$ cat src/rtl/play_cmd_arbiter.sv
// Playback command arbiter: bt/button/end-of-song slots sequenced through IDLE/EXEC/HOLD
// into song index, pause and volume state. Optional REPEAT_ONE_EN adds the repeat-one toggle.
module play_cmd_arbiter #(
   parameter int SONG_NUM = 4,
   parameter int VOL_MAX  = 8,
   parameter int HOLDOFF  = 50000000
) (
   input  logic       clk,
   input  logic       rst,
   input  logic       bt_valid,
   input  logic [2:0] bt_cmd,
   input  logic       btn_valid,
   input  logic [2:0] btn_cmd,
   input  logic       i_finish_song,
   output logic [2:0] o_song_select,
   output logic [3:0] o_vol_level,
   output logic       o_pause,
   output logic       o_next,
   output logic       o_pre,
   output logic       o_vol_plus,
   output logic       o_vol_dec,
   output logic       o_song_change,
   output logic       o_busy,
   output logic [7:0] o_drop_cnt
);

   localparam int CNT_W = (HOLDOFF > 1) ? $clog2(HOLDOFF) : 1;
   localparam logic [CNT_W-1:0] HOLD_LAST = CNT_W'(HOLDOFF - 1);
   localparam logic [2:0] LAST_SONG = 3'(SONG_NUM - 1);
   localparam logic [3:0] VOL_TOP   = 4'(VOL_MAX);

   typedef enum logic [2:0] {
      C_NONE, C_PAUSE, C_NEXT, C_PRE, C_VPLUS, C_VDEC, C_REPEAT, C_RSVD
   } cmd_e;

   typedef enum logic [1:0] {S_IDLE, S_EXEC, S_HOLD} state_e;

   function automatic logic cmd_legal(input logic [2:0] c);
`ifdef REPEAT_ONE_EN
      cmd_legal = (c != 3'd0) && (c != 3'd7);
`else
      cmd_legal = (c >= 3'd1) && (c <= 3'd5);
`endif
   endfunction

   state_e           state, state_nx;
   logic             bt_full, btn_full, fin_full, fin_d;
   logic [2:0]       bt_slot, btn_slot;
   cmd_e             exec_cmd;
   logic             exec_fin;
   logic             exec_holds;
   logic             pick_fin, pick_btn, pick_bt;
   logic             fin_rise, bt_take, btn_take, bt_drop, btn_drop;
   logic [8:0]       drop_sum;
   logic [CNT_W-1:0] hold_cnt;
   logic [2:0]       song_inc, song_dec;
`ifdef REPEAT_ONE_EN
   logic             repeat_one;
`endif

   // Fixed priority fin > btn > bt, only granted from IDLE
   always_comb begin
      pick_fin = 1'b0;
      pick_btn = 1'b0;
      pick_bt  = 1'b0;
      if (state == S_IDLE) begin
         if (fin_full)      pick_fin = 1'b1;
         else if (btn_full) pick_btn = 1'b1;
         else if (bt_full)  pick_bt  = 1'b1;
      end
   end

   assign fin_rise  = i_finish_song & ~fin_d;
   assign bt_take   = bt_valid & cmd_legal(bt_cmd);
   assign btn_take  = btn_valid & cmd_legal(btn_cmd);
   // A slot emptied by this cycle's grant counts as free for the incoming command
   assign bt_drop   = bt_take & bt_full & ~pick_bt;
   assign btn_drop  = btn_take & btn_full & ~pick_btn;
   assign drop_sum  = {1'b0, o_drop_cnt} + {8'd0, bt_drop} + {8'd0, btn_drop};

   assign song_inc  = (o_song_select == LAST_SONG) ? 3'd0 : o_song_select + 3'd1;
   assign song_dec  = (o_song_select == 3'd0) ? LAST_SONG : o_song_select - 3'd1;
   assign exec_holds = ~exec_fin & (exec_cmd inside {C_NEXT, C_PRE, C_VPLUS, C_VDEC});
   assign o_busy    = (state != S_IDLE);

   always_ff @(posedge clk or posedge rst) begin
      if (rst) begin
         bt_full    <= 1'b0;
         btn_full   <= 1'b0;
         fin_full   <= 1'b0;
         fin_d      <= 1'b0;
         bt_slot    <= 3'd0;
         btn_slot   <= 3'd0;
         o_drop_cnt <= 8'd0;
      end else begin
         fin_d <= i_finish_song;
         if (pick_fin) fin_full <= 1'b0;
         if (fin_rise) fin_full <= 1'b1;
         if (pick_bt) bt_full <= 1'b0;
         if (bt_take && !bt_drop) begin
            bt_full <= 1'b1;
            bt_slot <= bt_cmd;
         end
         if (pick_btn) btn_full <= 1'b0;
         if (btn_take && !btn_drop) begin
            btn_full <= 1'b1;
            btn_slot <= btn_cmd;
         end
         o_drop_cnt <= (drop_sum > 9'd255) ? 8'hFF : drop_sum[7:0];
      end
   end

   always_ff @(posedge clk or posedge rst) begin
      if (rst) begin
         exec_cmd <= C_NONE;
         exec_fin <= 1'b0;
      end else if (pick_fin | pick_btn | pick_bt) begin
         exec_fin <= pick_fin;
         exec_cmd <= pick_fin ? C_NONE : cmd_e'(pick_btn ? btn_slot : bt_slot);
      end
   end

   always_ff @(posedge clk or posedge rst) begin
      if (rst) state <= S_IDLE;
      else     state <= state_nx;
   end

   always_comb begin
      state_nx = state;
      case (state)
         S_IDLE:  if (fin_full | btn_full | bt_full) state_nx = S_EXEC;
         S_EXEC:  state_nx = exec_holds ? S_HOLD : S_IDLE;
         S_HOLD:  if (hold_cnt == HOLD_LAST) state_nx = S_IDLE;
         default: state_nx = S_IDLE;
      endcase
   end

   always_ff @(posedge clk or posedge rst) begin
      if (rst) begin
         hold_cnt <= '0;
      end else if (state == S_HOLD) begin
         hold_cnt <= (hold_cnt == HOLD_LAST) ? '0 : hold_cnt + CNT_W'(1);
      end else begin
         hold_cnt <= '0;
      end
   end

   // Player state; strobes are registered so they land in the cycle after EXEC
   always_ff @(posedge clk or posedge rst) begin
      if (rst) begin
         o_song_select <= 3'd0;
         o_vol_level   <= 4'd0;
         o_pause       <= 1'b1;
         o_next        <= 1'b0;
         o_pre         <= 1'b0;
         o_vol_plus    <= 1'b0;
         o_vol_dec     <= 1'b0;
         o_song_change <= 1'b0;
`ifdef REPEAT_ONE_EN
         repeat_one    <= 1'b0;
`endif
      end else begin
         o_next        <= 1'b0;
         o_pre         <= 1'b0;
         o_vol_plus    <= 1'b0;
         o_vol_dec     <= 1'b0;
         o_song_change <= 1'b0;
         if (state == S_EXEC) begin
            if (exec_fin) begin
               o_song_change <= 1'b1;
`ifdef REPEAT_ONE_EN
               if (!repeat_one) o_song_select <= song_inc;
`else
               o_song_select <= song_inc;
`endif
            end else begin
               case (exec_cmd)
                  C_PAUSE: o_pause <= ~o_pause;
                  C_NEXT: begin
                     o_song_select <= song_inc;
                     o_next        <= 1'b1;
                     o_song_change <= 1'b1;
                  end
                  C_PRE: begin
                     o_song_select <= song_dec;
                     o_pre         <= 1'b1;
                     o_song_change <= 1'b1;
                  end
                  C_VPLUS: begin
                     if (o_vol_level != 4'd0) o_vol_level <= o_vol_level - 4'd1;
                     o_vol_plus <= 1'b1;
                  end
                  C_VDEC: begin
                     if (o_vol_level != VOL_TOP) o_vol_level <= o_vol_level + 4'd1;
                     o_vol_dec <= 1'b1;
                  end
`ifdef REPEAT_ONE_EN
                  C_REPEAT: repeat_one <= ~repeat_one;
`endif
                  default: ;
               endcase
            end
         end
      end
   end

endmodule
$ cat config.mk
export PLATFORM = sky130hd
export DESIGN_NAME = play_cmd_arbiter
export DESIGN_NICKNAME = d
export VERILOG_FILES = /design/src/rtl/play_cmd_arbiter.sv
export SDC_FILE = /design/constraint.sdc
export NUM_CORES = 1
export LEC_CHECK = 0
export CAP_MARGIN = 0
export CORE_ASPECT_RATIO = 1.4
export CORE_MARGIN = 10
export CORE_UTILIZATION = 54
export CTS_CLUSTER_SIZE = 40
export DETAILED_ROUTE_END_ITERATION = 12
export PLACE_DENSITY = 0.77
export SYNTH_ARGS = -nofsm -noshare
export SYNTH_HDL_FRONTEND = slang
export SYNTH_SLANG_ARGS = --single-unit
$ cat constraint.sdc
create_clock -name clk -period 3.1 [get_ports clk]
set_clock_uncertainty 0.15 [all_clocks]
set_input_delay 0.62 -clock clk [delete_from_list [all_inputs] [get_ports clk]]
set_output_delay 0.62 -clock clk [all_outputs]
set_load 0.05 [all_outputs]
==> impl_metrics.toml, run 1 <==
[die]
die_w_um = 83.82
die_area_um2 = 9166
die_height_um = 109.4
row_count = 32
pin_count = 33
start_util_pct = 55.73
core_um2 = 5525

[placed_design]
post_dp_cell_area_um2 = 3545
port_buffers = 32
dp_hpwl_um = 4363
numPlacedInstances = 405
gp_congestion = 0.8183

[cells_and_area]
fillerInstances = 439
nNetsFinal = 368
final_util_pct = 67.60
fin_area_um2 = 3735
n_antenna_cell = 0
register_area_um2 = 1578
area_delta_synth_final_pct = 21.29
finalNonFillerCells = 421
drive_above_1_share_pct = 10.76
multi_input_area_um2 = 1421

[logic_synthesis]
avgSynthCellArea_um2 = 10.20
synth-async-reset-ratio_pct = 100.0
netlist_area_um2 = 3079
syn_nets = 322
ys_seq_elements = 63
syn_inst = 302
synthDistinctLibCells = 46
synth_ff_type = "dfrtp_1"
yosysSeqAreaShare_pct = 51.24
yosysWarnings = 0
synth_edf_count = 0

[timing]
holdWs_ns = 0.3559
setup_viol = 0
hold_viol = 0
max_slew_margin_pct = 59.76
worstMarginPinSlew_ns = 0.6028
min_period_ns = 2.857
period_share_pct = 92.16
slew_viol_final = 0
fmax_ghz = 0.3500
rsz0062_at_grt = "false"

[clock_tree]
cts_setup_buffers = 0
cts_made_buffers = 9
cts_root_buf = "clkbuf_8"
clock_latency_ns = 0.34
cts_resized = 0
htree_levels = 3
path_clk_slew_ns = 0.07
cts_buffer_depth = 2
clock_sinks = 63
hold_buffers = 0
cts_tree = "yes"

[worst_setup_path]
cp.required_ns = 3.17
r2r_setup_slack_ns = 0.24
critPathMaxFanout = 6
end_kind = "flop"
startpoint_type = "flop"
crit_type = "flop to flop"
cp.arrival_ns = 2.93

[global_route]
grt_pass1_vias = 2398
grt_antenna_before_repair = 0
grt_usage_pct = 13.92
grt_max_degree = 37
grt_pass1_wl_um = 10620
grt_overflow = 0

[pwr]
ir_worst_vdd_uv = 658.3
finalPower_uw = 3171
power.density_nw_per_um2 = 849.0
leakagePower_uw = 0.001585

[worst_hold_path]
hold_class = "flop to flop"

[status]
status = "completed"

[detailed_routing]
vias = 2351
postRouteAntennaNets = 0
drc = 0
viasPerCell = 5.584
firstDrtPassIters = 4
wire_per_inst_um = 14.35
first_iter_violations = 113
drt_wl_total_um = 6040

[run]
drv_cap = 0
==> worst paths after layout <==
check	startpoint	depth (start not counted)	endpoint
min in group asynchronous	rst	2	o_drop_cnt[7]
worst min-delay path	hold_cnt[0]	1	hold_cnt[0]
worst max-delay path	state[1]	9	o_drop_cnt[1]
worst min register to register	hold_cnt[0]	1	hold_cnt[0]
max in group asynchronous	rst	3	hold_cnt[14]
worst max register to register	state[1]	9	o_drop_cnt[1]
==> flip-flops by register name, indices dropped and copies added (netlist names) <==
| name | flops |
|---|---|
| o_vol_level | 4 |
| o_vol_dec | 1 |
| btn_full | 1 |
| o_drop_cnt | 8 |
| fin_d | 1 |
| o_next | 1 |
| o_pre | 1 |
| o_pause | 1 |
| bt_full | 1 |
| state | 2 |
| o_song_select | 3 |
| exec_fin | 1 |
| bt_slot | 3 |
| btn_slot | 3 |
| fin_full | 1 |
| hold_cnt | 26 |
| o_song_change | 1 |
| o_vol_plus | 1 |
| exec_cmd | 3 |
==> where the power goes <==
group	leakage, uW	switching, uW	internal [uW]
combinational	0.000665	757	511
clock	0.000100	303	390
sequential	0.000820	190	1020
==> cell usage in the layout, fill, tap and decap left out, types with 6 or more instances in the layout <==
cell             Yosys  routed
and3_1               6       6
nor2_1              25      25
or3_1               10      10
nand2b_1            10      10
o21ai_0             17      17
nand4_1              6       6
nand2_1             24      24
buf_4                0       9
xor2_1               8       8
inv_1               14      13
a21oi_1             15      15
xnor2_1             10      10
o31ai_1              7       7
clkdlybuf4s50_1      0      32
or4_1                6       6
nand3_1             17      17
mux2_2               8       8
ha_1                 7       7
clkbuf_8             0      10
dfrtp_1             62      62
==> critical path: stages, from the launching register on <==
cell      delay (ns)
dfrtp_1         0.42
or3_1           0.43
o21ai_0         0.38
nor2_1          0.10
fa_1            0.39
ha_1            0.20
and3_1          0.19
and3_1          0.20
nand3_1         0.18
nand2b_1        0.09
==> through the flow <==
step | setup slack, ns | setup TNS, ns
5_1_grt | 0.004229 | 0
2_1_floorplan | 0.4614 | 0
6_report | 0.2430 | 0
4_1_cts | 0.2263 | 0
3_5_place_dp | -0.09434 | -0.5241
3_3_place_gp | -0.02902 | -0.1575
==> Yosys cell counts (2+ instances only) <==
cell type | n | share of area [%]
and4_1 | 4 | 1.1
a21oi_1 | 15 | 2.4
nor2_1 | 25 | 3.0
mux2_2 | 8 | 2.9
nand2_1 | 24 | 2.9
xor2_1 | 8 | 2.3
inv_1 | 14 | 1.7
a22o_1 | 2 | 0.57
xnor2_1 | 10 | 2.8
or4_1 | 6 | 1.5
and3_1 | 6 | 1.2
nor3_1 | 2 | 0.33
nand2b_1 | 10 | 2.0
clkbuf_1 | 6 | 0.73
or2_2 | 2 | 0.41
mux2i_1 | 3 | 0.98
nor2b_1 | 4 | 0.81
and2_1 | 2 | 0.41
o21ai_0 | 17 | 2.8
nand3_1 | 17 | 2.8
a2111oi_0 | 2 | 0.57
a21o_1 | 2 | 0.49
dfrtp_1 | 62 | 50
ha_1 | 7 | 2.8
nor4b_1 | 2 | 0.57
or3_1 | 10 | 2.0
fa_1 | 2 | 1.3
nand4_1 | 6 | 1.2
o31ai_1 | 7 | 1.7
==> final cells by class <==
| class | count | share of cell area, % |
|---|---|---|
| Sequential cell | 63 | 42.24 |
| Multi-Input combinational cell | 218 | 38.06 |
| Timing Repair Buffer | 42 | 10.92 |
| Clock buffer | 12 | 3.886 |
| Tap cell | 68 | 2.278 |
| Inverter | 14 | 1.407 |
| Clock inverter | 4 | 1.206 |
==> cell families (layout without fill, tap and decap cells) <==
kind of cell	count (synthesis)	after routing	share of synthesized area, %
xor+xnor	18	18	5.120
buf+inv	21	72	2.600
flops	63	63	51.24
compound gates	52	52	10.36
simple gates	128	128	22.63
mux	11	11	3.901
fa+ha+maj	9	9	4.145
==> layer usage <==
metal | wire length (um) | global-route usage (%) | vias up
met2 | 3031 | 23.55 | 37
met1 | 2588 | 15.63 | 1141
met3 | 307 | 5.107 | 9
li1 | - | - | 1164
met4 | 112 | 5.755 | 0
met5 | 0 | 0 | -
No activity file was read; power rests on OpenSTA's default activity.
==> run 2, diff against run 1 <==
- CORE_UTILIZATION: 54 -> 40
- PLACE_DENSITY: 0.77 -> not set
- REMOVE_ABC_BUFFERS: not set -> 1
==> impl_metrics.toml, run 2 (same netlist as run 1, synthesis figures left out) <==
[status]
status = "completed"

[detailed_routing]
wire_per_inst_um = 14.06
vias = 2337
drc = 0
first_iter_violations = 75
postRouteAntennaNets = 0
drt_wl_total_um = 6297
viasPerCell = 5.217
firstDrtPassIters = 4

[cells_and_area]
n_antenna_cell = 0
layout_commonest_cell = "dfrtp_1"
largest_reg_flops = 26
register_area_um2 = 1578
drive_above_1_share_pct = 10.26
largestRegisters = "hold_cnt x26, o_drop_cnt x8, o_vol_level x4"
fillerInstances = 728
layout_common_cells = "dfrtp_1 (62), clkdlybuf4s50_1 (32), nor2_1 (25)"
fin_area_um2 = 3745
multi_input_area_um2 = 1421
nNetsFinal = 368
final_util_pct = 50.56
regMostFlops = "hold_cnt"
area_delta_synth_final_pct = 21.62

[pwr]
leakagePower_uw = 0.001570
switchingPower_uw = 1237
p_seq_share_pct = 39.2
ir_worst_vdd_uv = 617.5
pwr-share-clk_pct = 19.9
swShare_pct = 39.98
p_comb_share_pct = 40.9
p_int_uw = 1857
power.density_nw_per_um2 = 826.3

[worst_setup_path]
r2r_setup_slack_ns = 0.24
r2r_cells = 9
r2r-start = "state[1]"
cp.arrival_ns = 2.92
cp.required_ns = 3.16
crit_type = "flop to flop"
worstReg2RegEnd = "o_drop_cnt[0]"
critPathMaxFanout = 6
startpoint_type = "flop"
end_kind = "flop"

[worst_hold_path]
min_to = "bt_slot[2]"
hold_class = "flop to flop"
min_from = "bt_slot[2]"
hold_depth = 1

[clock_tree]
clock_sinks = 63
cts_tree = "yes"
cts_root_buf = "clkbuf_8"
htree_levels = 3
path_clk_slew_ns = 0.06
cts_setup_buffers = 0
cts_resized = 0
cts_made_buffers = 9
clock_latency_ns = 0.34
hold_buffers = 0
cts_buffer_depth = 2

[die]
core_um2 = 7407
pin_count = 33
start_util_pct = 41.57
die_area_um2 = 11660
die_height_um = 123.8
die_w_um = 94.15
row_count = 37

[timing]
setup_ws_ns = 0.2421
worstMarginPinSlew_ns = 0.5140
hold_viol = 0
finalSetupTns_ns = 0
setup_viol = 0
slew_viol_final = 0
max_slew_margin_pct = 65.44
period_share_pct = 92.19
rsz0062_at_grt = "false"
fmax_ghz = 0.3499
min_period_ns = 2.858

[placed_design]
post_dp_cell_area_um2 = 3581
place_ws_ns = -0.06333
port_buffers = 32
dp_hpwl_um = 4584
gp_congestion = 0.7567

[global_route]
grt_overflow = 0
grt_pass1_wl_um = 10930
grt_pass1_vias = 2359
grt_usage_pct = 11.70
grt_max_degree = 50
grt_antenna_before_repair = 0

[run]
drv_cap = 0
[run 2: changes by cell type in the layout (fill, tap and decap cells not counted)]
cell       before  now
bufinv_16       1    0
clkinv_2        3    1
clkbuf_8       10   11
[run 2: worst max path at each step]
stage,startpoint,end,slack (ns)
final,state[1],o_drop_cnt[0],0.24
after global routing,state[1],o_drop_cnt[2],0.01
after CTS,state[1],o_drop_cnt[0],0.23
after detailed placement,btn_cmd[1],o_drop_cnt[0],-0.06
after global placement,btn_cmd[1],o_drop_cnt[0],-0.01
after floorplan,btn_cmd[1],o_drop_cnt[0],0.46
[run 2: metal layers]
| layer | GRT usage, % | vias to the layer above | wire [um] |
|---|---|---|---|
| met2 | 19.19 | 38 | 3167 |
| met5 | 0 | - | 0 |
| met4 | 5.429 | 0 | 112 |
| met3 | 4.275 | 10 | 327 |
| li1 | - | 1160 | - |
| met1 | 13.24 | 1129 | 2690 |
[run 2: power groups by stage]
stage	Sequential, uW	Combinational [uW]	Clock (uW)
after CTS	1220	1290	633
after global routing	1250	1400	672
after detailed placement	1220	1290	0
final	1210	1270	615
after global placement	1230	1260	0
after floorplan	1510	583	0
[run 2: cell type report]
| type | instances | area share (%) |
|---|---|---|
| Clock inverter | 1 | 0.1336 |
| Tap cell | 97 | 3.241 |
| Clock buffer | 13 | 4.243 |
| Inverter | 14 | 1.403 |
| Sequential cell | 63 | 42.13 |
| Timing Repair Buffer | 42 | 10.89 |
| Multi-Input combinational cell | 218 | 37.96 |
[run 2: critical path: stages (launching register included)]
cell and delay (ns):
dfrtp_1 0.43, or3_1 0.43, o21ai_0 0.36, nor2_1 0.10, fa_1 0.39, ha_1 0.21
and3_1 0.19, and3_1 0.20, nand3_1 0.19, nand2b_1 0.09
[run 2: through the flow]
stage / total power [uW] / cells / hold WS [ns]
floorplan: 2089 / 295 / 0.3188
global placement: 2494 / 434 / 0.3452
detailed placement: 2509 / 434 / 0.3472
CTS: 3135 / 448 / 0.3611
global route: 3317 / 448 / 0.3691
finish: 3094 / 448 / 0.3562
